<file path="src/rtl/icache_pkg.sv">
// Shared types for the direct-mapped instruction cache: frame layout, index/tag widths, FSM states.
package icache_pkg;

   localparam int unsigned ICACHE_FRAMES      = 8;
   localparam int unsigned LOG_ICACHE_FRAMES  = $clog2(ICACHE_FRAMES);
   localparam int unsigned ICACHE_BLOCK_WORDS = 2;
   localparam int unsigned ICACHE_TAG_W       = 32 - 3 - LOG_ICACHE_FRAMES;

   typedef logic [ICACHE_TAG_W-1:0]      icache_tag_t;
   typedef logic [LOG_ICACHE_FRAMES-1:0] icache_idx_t;

   typedef struct packed {
      logic                                 valid;
      icache_tag_t                          tag;
      logic [ICACHE_BLOCK_WORDS-1:0][31:0]  data;
   } icache_frame_t;

   typedef enum logic [1:0] {
      IDLE,
      FILL0,
      FILL1,
      HALTED
   } icache_state_t;

endpackage

</file>
<file path="src/rtl/icache.sv">
// Direct-mapped read-only I$ with a two-word block-fill FSM and a permanent halt state.
// Optional perf counters are built when ICACHE_PERF_COUNTERS_EN is defined.
module icache
   import icache_pkg::*;
(
   input  logic        CLK,
   input  logic        RST,
   input  logic        icache_REN,
   input  logic [31:0] icache_addr,
   input  logic        icache_halt,
   output logic        icache_hit,
   output logic [31:0] icache_load,
   output logic        mem_iREN,
   output logic [31:0] mem_iaddr,
   input  logic        mem_iwait,
   input  logic [31:0] mem_iload,
   output logic [31:0] hit_count,
   output logic [31:0] miss_count
);

   icache_state_t state_q;
   icache_frame_t frames_q [ICACHE_FRAMES];
   icache_tag_t   fill_tag_q;
   icache_idx_t   fill_idx_q;

   icache_tag_t   addr_tag;
   icache_idx_t   addr_idx;
   logic          addr_word;
   logic          unused_addr_bits;
   icache_frame_t lookup;
   logic          tag_match;
   logic          miss;
   logic          filling;

   assign addr_tag         = icache_addr[31 -: ICACHE_TAG_W];
   assign addr_idx         = icache_addr[3 +: LOG_ICACHE_FRAMES];
   assign addr_word        = icache_addr[2];
   assign unused_addr_bits = ^icache_addr[1:0];

   assign lookup      = frames_q[addr_idx];
   assign tag_match   = lookup.valid && (lookup.tag == addr_tag);
   assign miss        = icache_REN && !tag_match;
   assign icache_hit  = (state_q == IDLE) && icache_REN && tag_match && !icache_halt;
   assign icache_load = lookup.data[addr_word];

   // Fill requests come from the captured miss address, never the live fetch address.
   assign filling   = (state_q == FILL0) || (state_q == FILL1);
   assign mem_iREN  = filling;
   assign mem_iaddr = filling ? {fill_tag_q, fill_idx_q, (state_q == FILL1), 2'b00} : '0;

   always_ff @(posedge CLK or posedge RST) begin
      if (RST) begin
         state_q    <= IDLE;
         fill_tag_q <= '0;
         fill_idx_q <= '0;
         for (int unsigned i = 0; i < ICACHE_FRAMES; i++) begin
            frames_q[i] <= '0;
         end
      end else begin
         case (state_q)
            IDLE: begin
               if (icache_halt) begin
                  state_q <= HALTED;
               end else if (miss) begin
                  state_q    <= FILL0;
                  fill_tag_q <= addr_tag;
                  fill_idx_q <= addr_idx;
               end
            end
            FILL0: begin
               // Invalidate on the first word so an aborted fill can never alias the old tag.
               if (icache_halt) begin
                  state_q <= HALTED;
               end else if (!mem_iwait) begin
                  frames_q[fill_idx_q].data[0] <= mem_iload;
                  frames_q[fill_idx_q].valid   <= 1'b0;
                  state_q                      <= FILL1;
               end
            end
            FILL1: begin
               if (icache_halt) begin
                  state_q <= HALTED;
               end else if (!mem_iwait) begin
                  frames_q[fill_idx_q].data[1] <= mem_iload;
                  frames_q[fill_idx_q].tag     <= fill_tag_q;
                  frames_q[fill_idx_q].valid   <= 1'b1;
                  state_q                      <= IDLE;
               end
            end
            HALTED: state_q <= HALTED;
            default: state_q <= IDLE;
         endcase
      end
   end

`ifdef ICACHE_PERF_COUNTERS_EN
   logic [31:0] hit_count_q;
   logic [31:0] miss_count_q;

   // Both counters stop naturally in HALTED: no hits and no IDLE->FILL0 transitions.
   always_ff @(posedge CLK or posedge RST) begin
      if (RST) begin
         hit_count_q  <= '0;
         miss_count_q <= '0;
      end else begin
         if (icache_hit) begin
            hit_count_q <= hit_count_q + 32'd1;
         end
         if ((state_q == IDLE) && !icache_halt && miss) begin
            miss_count_q <= miss_count_q + 32'd1;
         end
      end
   end

   assign hit_count  = hit_count_q;
   assign miss_count = miss_count_q;
`else
   assign hit_count  = '0;
   assign miss_count = '0;
`endif

endmodule

</file>
<file path="config.mk">
export PLATFORM = sky130hd
export DESIGN_NAME = icache
export DESIGN_NICKNAME = d
export VERILOG_FILES = /design/src/rtl/icache_pkg.sv /design/src/rtl/icache.sv
export SDC_FILE = /design/constraint.sdc
export NUM_CORES = 1
export LEC_CHECK = 0
export CAP_MARGIN = 10
export CORE_UTILIZATION = 60
export CTS_CLUSTER_SIZE = 14
export DETAILED_ROUTE_END_ITERATION = 8
export PLACE_DENSITY = 0.85
export SLEW_MARGIN = 10
export SYNTH_ARGS = -nofsm -noshare
export SYNTH_HDL_FRONTEND = slang
export SYNTH_SLANG_ARGS = --single-unit
</file>
<file path="constraint.sdc">
create_clock -name CLK -period 49.6 [get_ports CLK]
set_input_delay 4.96 -clock CLK [delete_from_list [all_inputs] [get_ports CLK]]
set_output_delay 4.96 -clock CLK [all_outputs]
set_load 0.02 [all_outputs]
</file>
; Yosys cells after proc, flatten, opt, wreduce, memory -nomap -nowiden
; Cells that the tools add are included.
; W data, S select, Z words.
[word_totals]
regBits = 759
[classes]
bitwise_logic = 3
muxes = 31
eq_ne = 11
n_lt_le_gt_ge = 4
reduce_logical = 14
[op_table]
columns = operator, n
row1 = $bwmux W728, 5
row2 = $mux W728, 4
row3 = $pmux W728 S2, 1
row4 = $demux W91 S3, 4
row5 = $bmux W91 S3, 1
row6 = $mux W91, 3
row7 = $mux W32, 4
row8 = $mux W90, 1
row9 = $mux W64, 1
row10 = $eq A26 B26 Y1, 1
row11 = $mux W2, 6
row12 = $ne A3 B3 Y1 const B, 3
row13 = $ge A4 B4 Y1 const B, 2
row14 = $ne A2 B2 Y1 const B, 4
row15 = $not A3 Y4, 2
row16 = $pmux W2 S4, 1
row17 = $logic_and A1 B1 Y1, 6
row18 = $reduce_and A3 Y1, 2
row19 = $reduce_and A5 Y1, 1
row20 = $eq A2 B2 Y1 const B, 2
row21 = $lt A4 B1 Y1 const B, 1
row22 = $eq A2 B1 Y1 const B, 1
row23 = $logic_not A1 Y1, 2
row24 = $logic_not A2 Y1, 1
row25 = other kinds (4), 4

; Depth between registers and ports, before layout
; Gate-level depths: netlist of run 1.
[depth]
depth_word = 11
mapped_depth = 13
ltp_nobuf = 8

; Worst setup path after synthesis of run 1
; Ideal clock, no wire load.
[synth_path]
path_kind = in2out
from = in icache_addr[3]
to = out icache_load[22]
slack_ps = 37375
arrival_ps = 7265
stages = 7
path_cell_list = buf_2 -> buf_2 -> buf_2 -> buf_2 -> buf_2 -> mux4_2 -> mux4_2
[synth_via]
elab_chain_len = 6
[synth_rtl]
columns = item, line
row1 = "start, declared", icache.sv:9  ; input logic [31:0] icache_addr,
row2 = $not A3 Y4 (not written as such), icache.sv:40  ; assign lookup = frames_q[addr_idx];
row3 = $bmux W91 S3, icache.sv:40
row4 = $mux W91 (not written as such) (2 in a row), icache.sv:40
row5 = $mux W32 (not written as such) (2 in a row), icache.sv:44  ; assign icache_load = lookup.data[addr_word];
row6 = "end, declared", icache.sv:12  ; output logic [31:0] icache_load,
; No other way between the ends. The select of a mux whose other input is x is not followed.

; Worst setup path in the final report of run 1
[layout_path]
from = in icache_addr[3]
to = out icache_load[6]
; The elaborated chain is that of the path after synthesis.

==> results by group, run 1 <==
Outcome
  – Outcome: complete, no violations

Route
  – Detailed router's first-iteration violation count: 1285
  – Detail-routed via count per cell: 6.25
  – Wirelength per Cell: 24.9 µm
  – # DRC: 0
  – Final antenna-violating net count: 0
  – Drt pass-1 iters: 5
  – Final Routed Wirelength: 77000 µm
  – Detailed-route via count: approximately 19k

Power
  – Worst vdd rail ir drop: 0.0543 mV
  – Leakage power total: around 19 nW
  – Total power draw: 1.93 mW
  – Cell area power density: 49.7 mW/mm²

Final layout
  – Post-layout net count: ~2.3k
  – Number of filler cells placed in the layout: 3721
  – Growth of design area from synthesis to finish: 11.5%
  – Final cell count without fillers: about 3.1k
  – Final antenna diode count: 0
  – Fraction of layout instances using a drive strength above 1: 0.471

Yosys
  – Number of register bits inferred by synthesis: 759
  – Netlist Area Pre-Place: 0.0349 mm²
  – Sequential-to-total area share from yosys stat: 0.544
  – Share of Yosys cell area claimed by the top area cell type: 0.544
  – Number of distinct library cells after synthesis: 44
  – Cell with the most instances after synthesis: dfrtp_1
  – Mean instance size in the synthesized netlist: 15.6 µm²
  – Leading area contributor after synthesis: dfrtp_1
  – Syn. warnings: 0
  – EDFF count, synth: 0
  – Area contributors post-synth: dfrtp_1, mux2_2, mux4_2
  – Dominant synthesized flop cell: dfrtp_1
  – Most numerous cell types in the synthesized netlist: dfrtp_1, mux2_2, mux4_2, clkbuf_1, buf_4
  – Fraction of registers with async set or reset after synthesis: 1.00
  – Synthesized netlist cell count: 2230

Global routing
  – Wire length of the first global-routing pass: 123000 µm
  – Number of antenna violations at the first check in global routing: 2
  – Sum of overflow across all layers after global routing: 0
  – Overall global routing resource usage: 0.269
  – Largest net degree at the start of global routing: 181
  – Vias in the first global route: roughly 21k

STA
  – Final setup violation count: 0
  – Final Worst Setup Slack: 35.51 ns
  – Rel. slew slack: 0.211
  – RSZ-0062 raised after global routing: no
  – Final number of hold-violating endpoints: 0
  – Fmax: about 0.07 GHz
  – TNS Setup: 0 ns
  – Worst Clk Skew: 0.0224 ns
  – Minimum clock period after layout: 14.09 ns
  – Max-slew violation count: 0
  – Final period util: 0.284
  – Actual slew at the worst max-slew pin: 1.18 ns

Critical path
  – Depth of the most critical reg-to-reg path: 9
  – Reg-to-reg critical path endpoint: frames_q[251]
  – Critical path start-end classification: in2out
  – Worst path arrival time: 9.13 ns
  – Sequence of cells on the critical path: buf_8 > buf_4 > buf_4 > mux4_2 > mux4_2 > clkdlybuf4s50_1
  – FF-to-FF Start: state_q[0]
  – Crit-path max FO: 71
  – Data required time of the critical path: 44.64 ns
  – Worst-path cell with the longest stage delay: buf_4
  – Largest incremental delay on the critical path: around 0.92 ns
  – Startpoint type of the worst setup path: input port
  – CP Capture Type: output port
  – Register-to-register setup slack: 45.52 ns

Job
  – Max_cap viols: 0

Min path
  – Number of instances on the worst hold path: 1
  – Hold_sp: frames_q[351]
  – Type of the worst min-delay path: reg2reg
  – Destination of the worst hold path: frames_q[351]

Clock network
  – Setup Buffers After CTS: 0
  – Clock tree from TritonCTS: built
  – H-tree depth: 3
  – Latest clock arrival within the worst-skew pair: 0.63 ns
  – Sinks on the clock net: about 760
  – Cts repair resizes: 0
  – CTS max path bufs: 3
  – Hold Buf Count CTS: 0
  – Clock buffers created by TritonCTS: 77
  – Clock root cell: clkbuf_16
  – Clock-pin slew of the registers on the worst-case setup and hold paths: about 0.06 ns

Place
  – Buffers on Ports: 130
  – Placed wire-length estimate after detailed placement: between 40000 and 50000 µm
  – Cell total after placement: 2960
  – Gpl congestion: between 0.7 and 0.8
  – DP Worst Slack: about 35 ns

Floorplanning
  – Starting density of the core: 0.606
  – Die Wd: ~240 µm
  – Core area: 0.0576 mm²
  – Die Footprint: 0.0591 mm²
  – Total I/O pin count: just under 200
  – Standard-cell rows: 88
  – Die outline height: 243 µm
-- worst max path at each step --
stage / start / depth (start not counted) / to / slack [ns]
2_1_floorplan: RST / 1 / fill_idx_q[0] / 23.34
3_3_place_gp: icache_addr[3] / 6 / icache_load[6] / 35.40
3_5_place_dp: icache_addr[3] / 6 / icache_load[5] / 35.36
4_1_cts: icache_addr[3] / 6 / icache_load[6] / 35.36
5_1_grt: icache_addr[3] / 6 / icache_load[18] / 35.14
6_report: icache_addr[3] / 6 / icache_load[6] / 35.51
-- flip-flops by register name, indices dropped and copies added, names as in the netlist --
| register | count |
|---|---|
| fill_idx_q | 3 |
| state_q | 2 |
| frames_q | 728 |
| fill_tag_q | 26 |
-- cell families (layout without fill, tap and decap cells) --
| logic type | count (synthesis) | in the layout | synth area share |
|---|---|---|---|
| buffers and inverters | 264 | 299 | 0.0378 |
| DFF | 759 | 759 | 0.544 |
| xor gates and xnor gates | 12 | 12 | 0.00301 |
| and+or+nand+nor | 142 | 142 | 0.0222 |
| other | 1 | 66 | 0.000107 |
| muxes | 987 | 987 | 0.379 |
| adders and majority gates | 5 | 5 | 0.00179 |
| AOI/OAI and AO/OA | 60 | 60 | 0.0119 |
-- layout make-up --
cell class,count,area [µm²],area share
Timing Repair Buffer,160,1570,0.0404
Tap cell,765,957,0.0246
Clock buffer,119,2290,0.0588
Sequential cell,759,19000,0.488
Multi-Input combinational cell,1272,14900,0.384
Inverter,5,26.3,0.000675
Clock inverter,15,153,0.00392
-- placed cells by master (no fill, tap or decap), drive strengths merged, types with 3 or more instances in the layout --
| cell type | count |
|---|---|
| a2111oi | 5 |
| a211oi | 4 |
| a22o | 7 |
| and2 | 29 |
| buf | 33 |
| clkbuf | 120 |
| clkdlybuf4s50 | 126 |
| clkinv | 8 |
| conb | 66 |
| dfrtp | 759 |
| ha | 5 |
| inv | 8 |
| mux2 | 774 |
| mux2i | 23 |
| mux4 | 190 |
| nand2 | 32 |
| nand2b | 14 |
| nand3 | 5 |
| nand4 | 7 |
| nor2 | 12 |
| nor2b | 15 |
| nor3 | 7 |
| nor4 | 3 |
| o21ai | 17 |
| o22ai | 13 |
| o31ai | 7 |
| or3 | 8 |
| or4 | 4 |
| xnor2 | 5 |
| xor2 | 7 |
-- critical path: cells and delay by family --
| kind | cells | cell delay [ns] |
|---|---|---|
| buf+inv | 4 | 2.86 |
| mux | 2 | 1.15 |
-- where the power goes --
part / total [mW] / switching (mW) / internal [mW]
sequential: 0.909 / 0.110 / 0.799
clock: 0.562 / 0.235 / 0.328
combinational: 0.462 / 0.187 / 0.276
-- stage by stage --
stage	utilization	area, µm²	hold slack [ns]
floorplan	-	35100	0.464
global placement	0.633	36400	0.479
detailed placement	0.633	36400	0.487
CTS	0.675	38900	0.500
global route	0.676	38900	0.506
finish	0.676	38900	0.498
-- metal layers --
| layer | vias up | global-route usage | wire length (µm) |
|---|---|---|---|
| met5 | - | 0 | 23 |
| met4 | 4 | 0.0758 | 1540 |
| met3 | 119 | 0.0351 | 3240 |
| met2 | 469 | 0.450 | 39100 |
| met1 | 10572 | 0.373 | 33000 |
| li1 | 8189 | - | - |
(Power assumes the default switching activity.)
==> run 2, diff against run 1 <==
==> constraint.sdc (replaced) <==
create_clock -name CLK -period 13.31 [get_ports CLK]
set_input_delay 1.331 -clock CLK [delete_from_list [all_inputs] [get_ports CLK]]
set_output_delay 1.331 -clock CLK [all_outputs]
set_load 0.02 [all_outputs]
==> run 2 against run 1 <==
Non-clock buffer count grew 5. Clock power grew to 3.8 times the previous value. Combinational power grew to 3.7 times the previous value. Critical path depth grew 4. Worst setup slack lost 29 ns. Critical path type unchanged. Critical endpoint is now icache_hit.
==> results by group, run 2 (synthesis gave the netlist of run 1 again) <==
Outcome
  – Outcome: complete, no violations

Critical path
  – CP Capture Type: output port
  – FF-to-FF Start: state_q[0]
  – Critical path start-end classification: in2out
  – Data required time of the critical path: around 12 ns
  – Worst path arrival time: 5.76 ns
  – Critical Path Start: icache_addr[4]
  – Startpoint type of the worst setup path: input port
  – Crit-path max FO: 67

STA
  – Fmax: 0.141 GHz
  – Final period util: 0.533
  – Max-slew violation count: 0
  – Final number of hold-violating endpoints: 0
  – Minimum clock period after layout: 7.09 ns
  – Rel. slew slack: 0.222
  – RSZ-0062 raised after global routing: no
  – Actual slew at the worst max-slew pin: roughly 1.2 ns
  – TNS Setup: 0 ns
  – Worst Clk Skew: 0.0191 ns
  – Final setup violation count: 0

Final layout
  – Post-layout net count: 2354
  – Growth of design area from synthesis to finish: 11.7%
  – Fraction of layout instances using a drive strength above 1: 0.475
  – Registers with the highest flip-flop counts: frames_q (728), fill_tag_q (26), fill_idx_q (3)
  – Final cell count without fillers: slightly above 3k
  – Most common library cell in the layout ignoring fill and taps: dfrtp_1
  – Flip-flop count of the largest register after layout: 728
  – Most frequent cells in the layout: dfrtp_1, mux2_2, mux4_2, clkdlybuf4s50_1, clkbuf_16
  – Register with the most flip-flops: frames_q

Route
  – Met3 routed wirelength: approximately 4200 µm
  – # DRC: 0
  – Wirelength per Cell: 24.6 µm
  – Highest metal layer with signal wires: met5
  – Detailed-route via count: approximately 19k
  – Post-route met1 wirelength: around 33000 µm
  – Detailed router's first-iteration violation count: 1400
  – Final Routed Wirelength: between 70000 and 80000 µm
  – Drt pass-1 iters: 5
  – Detail-routed via count per cell: roughly 6.2
  – Met2 routed WL: 37800 µm
  – Final antenna-violating net count: 0

Clock network
  – CTS max path bufs: 3
  – Clock-pin slew of the registers on the worst-case setup and hold paths: ~0.06 ns
  – Clock tree from TritonCTS: built
  – Clock root cell: clkbuf_16
  – Hold Buf Count CTS: 0
  – Sinks on the clock net: 759
  – Latest clock arrival within the worst-skew pair: 0.63 ns
  – H-tree depth: 3
  – Cts repair resizes: 0
  – Clock buffers created by TritonCTS: 77
  – Setup Buffers After CTS: 0

Global routing
  – Sum of overflow across all layers after global routing: 0
  – Largest net degree at the start of global routing: about 190
  – Number of antenna violations at the first check in global routing: 2
  – Wire length of the first global-routing pass: between 100000 and 150000 µm
  – Vias in the first global route: ~21k
  – Overall global routing resource usage: 0.268

Floorplanning
  – Die Footprint: 0.0591 mm²
  – Die Wd: 243 µm
  – Core area: around 0.058 mm²
  – Starting density of the core: 0.606
  – Standard-cell rows: 88
  – Total I/O pin count: slightly below 200
  – Die outline height: 243 µm

Place
  – Placed wire-length estimate after detailed placement: 42700 µm
  – Cell total after placement: 2965
  – Buffers on Ports: 130
  – Gpl congestion: 0.761

Min path
  – Hold_sp: frames_q[351]
  – Type of the worst min-delay path: reg2reg

Power
  – Leakage power total: 18.7 nW
  – Worst vdd rail ir drop: 0.175 mV
  – Cell area power density: 186 mW/mm²

Job
  – Max_cap viols: 0
run 2: cell types whose count changed in the layout (fill, tap and decap cells not counted), sizes merged:
cell,before,now
clkinvlp,2,1
inv,8,6
clkbuf,120,118
diode,0,1
buf,33,38
clkinv,8,13
run 2: layer usage:
metal,up-vias,global-route usage
met1,10481,0.377
met5,-,0
li1,8195,-
met2,562,0.434
met4,4,0.0799
met3,117,0.0425
run 2: final cells by class:
class                      instances  area (µm²)
sequential                       759       19000
multi-input combinational       1272       14900
antenna                            1        2.50
inverter                           5        22.5
clock inverter                    17         165
clock buffer                     117        2330
fill                            3740       18600
timing repair buffer             165        1600
tap                              765         957
run 2: power breakdown:
group	leakage (nW)	internal [mW]	switching, mW	total [mW]
clock	1.24	1.25	0.887	2.13
sequential	10.3	2.98	0.411	3.39
combinational	7.11	1.03	0.682	1.71
total	18.7	5.25	1.98	7.23
run 2: through the flow:
| stage | util | worst slack, ns | hold slack [ns] | instance area (µm²) | power [mW] |
|---|---|---|---|---|---|
| floorplan | - | 1.57 | 0.464 | 35100 | 4.61 |
| global placement | 0.633 | 6.34 | 0.480 | 36500 | 4.98 |
| detailed placement | 0.633 | 6.30 | 0.487 | 36500 | 5.13 |
| CTS | 0.677 | 6.27 | 0.501 | 39000 | 7.28 |
| global route | 0.677 | 6.03 | 0.512 | 39000 | 7.57 |
| finish | 0.677 | 6.22 | 0.497 | 39000 | 7.23 |
run 2: worst paths after layout:
check / end / cells after the start / slack (ns)
setup reg to reg: frames_q[595] / 9 / 9.24
hold / removal: frames_q[351] / 1 / 0.50
max in group asynchronous: frames_q[542] / 6 / 8.78
hold reg to reg: frames_q[351] / 1 / 0.50
min in group asynchronous: frames_q[671] / 3 / 1.37
setup / recovery: icache_hit / 10 / 6.22
run 2: worst max-delay path, cell delays in order:
cell             delay (ns)
clkbuf_8               0.50
buf_4                  0.92
nand2_1                0.42
o22ai_1                0.27
or3_1                  0.15
nand4_1                0.13
nor4_1                 0.72
and4_1                 0.44
and3_1                 0.19
clkdlybuf4s50_1        0.61
==> run 3, diff against run 2 <==
==> constraint.sdc (replaced) <==
create_clock -name CLK -period 7.3 [get_ports CLK]
set_input_delay 0.73 -clock CLK [delete_from_list [all_inputs] [get_ports CLK]]
set_output_delay 0.73 -clock CLK [all_outputs]
set_load 0.02 [all_outputs]
==> run 3 against run 2 <==
Power is 84% higher. Global-route usage is 0.58 points higher. Worst setup slack worse by 4.4 ns. Cell count stayed put. Sequential cell count stayed put. Sequential power is 82% higher. First-iteration DRC count is 9.5% lower. Non-clock buffer count is 2 lower. Critical path type unchanged. Largest power group unchanged.
==> results by group, run 3 (synthesis gave the netlist of run 1 again) <==
STA
  – Final setup violation count: 0
  – Hold slack: 0.499 ns
  – Worst Clk Skew: 0.0266 ns
  – RSZ-0062 raised after global routing: no
  – TNS Setup: 0 ns
  – Final period util: 0.750
  – Minimum clock period after layout: 5.48 ns
  – Max-slew violation count: 0
  – Final number of hold-violating endpoints: 0
  – Actual slew at the worst max-slew pin: 1.13 ns
  – Fmax: between 0.15 and 0.2 GHz
  – Rel. slew slack: 0.246

Power
  – Total power draw: 13.3 mW
  – Cell area power density: between 300 and 400 mW/mm²
  – Worst vdd rail ir drop: 0.312 mV
  – Leakage power total: ~19 nW

Place
  – Placed wire-length estimate after detailed placement: ~44000 µm
  – Cell total after placement: 2964
  – Gpl congestion: a little under 0.8
  – Buffers on Ports: 130
  – Standard cell area after detailed placement: about 0.037 mm²

Final layout
  – Flip-flop count of the largest register after layout: 728
  – Layout Cell Area excl Fill: 0.0390 mm²
  – Register with the most flip-flops: frames_q
  – Most common library cell in the layout ignoring fill and taps: dfrtp_1
  – Final antenna diode count: 0
  – Post-layout net count: 2352
  – Growth of design area from synthesis to finish: 11.9%
  – Registers with the highest flip-flop counts: frames_q (728), fill_tag_q (26), fill_idx_q (3)
  – Most frequent cells in the layout: dfrtp_1, mux2_2, mux4_2, clkdlybuf4s50_1, clkbuf_16
  – Final cell count without fillers: roughly 3.1k
  – Fraction of layout instances using a drive strength above 1: 0.474

Route
  – # DRC: 0
  – Final Routed Wirelength: 77700 µm
  – Detailed-route via count: 19.4k
  – Drt pass-1 iters: 5
  – Wirelength per Cell: 25.1 µm
  – Detailed router's first-iteration violation count: around 1.3k
  – Final antenna-violating net count: 0
  – Detail-routed via count per cell: approximately 6.3

Critical path
  – Data required time of the critical path: 6.57 ns
  – Critical Path Start: icache_addr[5]
  – Worst path arrival time: 4.75 ns
  – Sequence of cells on the critical path: buf_6 > buf_4 > mux4_2 > nand2b_1 > nand2_1 > or2_1 > a2111oi_2 > and4_1 > and3_1 > clkdlybuf4s50_1
  – Crit-path max FO: 78
  – Number of buffers and inverters on the critical path: 3
  – Register-to-register setup slack: 3.10 ns
  – FF-to-FF Start: state_q[0]
  – Reg-to-reg critical path endpoint: frames_q[593]
  – Depth of the most critical reg-to-reg path: 9
  – Startpoint type of the worst setup path: input port
  – Top delay family on crit path: buffers and inverters
  – CP Capture Type: output port
  – Worst-path cell with the longest stage delay: buf_6
  – Largest incremental delay on the critical path: 0.74 ns
  – Critical path start-end classification: in2out

Global routing
  – Wire length of the first global-routing pass: ~120000 µm
  – Overall global routing resource usage: 0.274
  – Vias in the first global route: 21.6k
  – Number of antenna violations at the first check in global routing: 3
  – Sum of overflow across all layers after global routing: 0
  – Largest net degree at the start of global routing: 185

Floorplanning
  – Die Footprint: 0.0591 mm²
  – Die outline height: 243 µm
  – Die Wd: roughly 240 µm
  – Starting density of the core: 0.606
  – Core area: 0.0576 mm²
  – Standard-cell rows: 88
  – Total I/O pin count: about 200

Clock network
  – H-tree depth: 3
  – Sinks on the clock net: around 760
  – Latest clock arrival within the worst-skew pair: slightly above 0.6 ns
  – Clock-pin slew of the registers on the worst-case setup and hold paths: 0.05 ns
  – Cts repair resizes: 0
  – Clock buffers created by TritonCTS: 77
  – Setup Buffers After CTS: 0
  – CTS max path bufs: 3
  – Clock root cell: clkbuf_16
  – Hold Buf Count CTS: 0
  – Clock tree from TritonCTS: built

Min path
  – Number of instances on the worst hold path: 1
  – Destination of the worst hold path: frames_q[409]
  – Hold_sp: frames_q[409]
  – Type of the worst min-delay path: reg2reg

Job
  – Max_cap viols: 0

Outcome
  – Outcome: complete, no violations
[run 3: changes by cell type in the layout (fill, tap and decap cells not counted), moves of 2 or more]
cell | previous run | this run
buf_4 | 33 | 29
buf_12 | 1 | 4
bufinv_16 | 2 | 5
clkbuf_1 | 19 | 21
clkbuf_16 | 81 | 79
[run 3: through the flow]
| step | setup WS, ns | util |
|---|---|---|
| 2_1_floorplan | -3.84 | - |
| 3_3_place_gp | 1.87 | 0.634 |
| 3_5_place_dp | 1.83 | 0.634 |
| 4_1_cts | 1.80 | 0.678 |
| 5_1_grt | 1.59 | 0.678 |
| 6_report | 1.82 | 0.678 |
[run 3: how the worst max path moves through the flow]
| stage | end | slack (ns) | cells past startpoint |
|---|---|---|---|
| global route | icache_hit | 1.59 | 10 |
| finish | icache_hit | 1.82 | 10 |
| detailed placement | icache_hit | 1.83 | 10 |
| global placement | icache_hit | 1.87 | 10 |
| CTS | icache_hit | 1.80 | 10 |
| floorplan | fill_idx_q[0] | -3.84 | 1 |
[run 3: power breakdown]
group / internal (mW) / switching [mW] / total [mW]
sequential: 5.43 / 0.754 / 6.18
combinational: 1.88 / 1.27 / 3.15
clock: 2.34 / 1.62 / 3.96
[run 3: cell type report]
type / count / area (µm²)
Sequential cell: 759 / 19000
Fill cell: 3724 / 18500
Multi-Input combinational cell: 1272 / 14900
Clock buffer: 117 / 2290
Timing Repair Buffer: 163 / 1600
Tap cell: 765 / 957
Clock inverter: 20 / 258
Inverter: 5 / 22.5
[run 3: metal layers]
metal | global-route usage | wire (µm) | vias up
met5 | 0 | 36 | -
li1 | - | - | 8194
met4 | 0.0766 | 1590 | 6
met1 | 0.374 | 32200 | 10576
met2 | 0.456 | 39800 | 520
met3 | 0.0452 | 4130 | 121
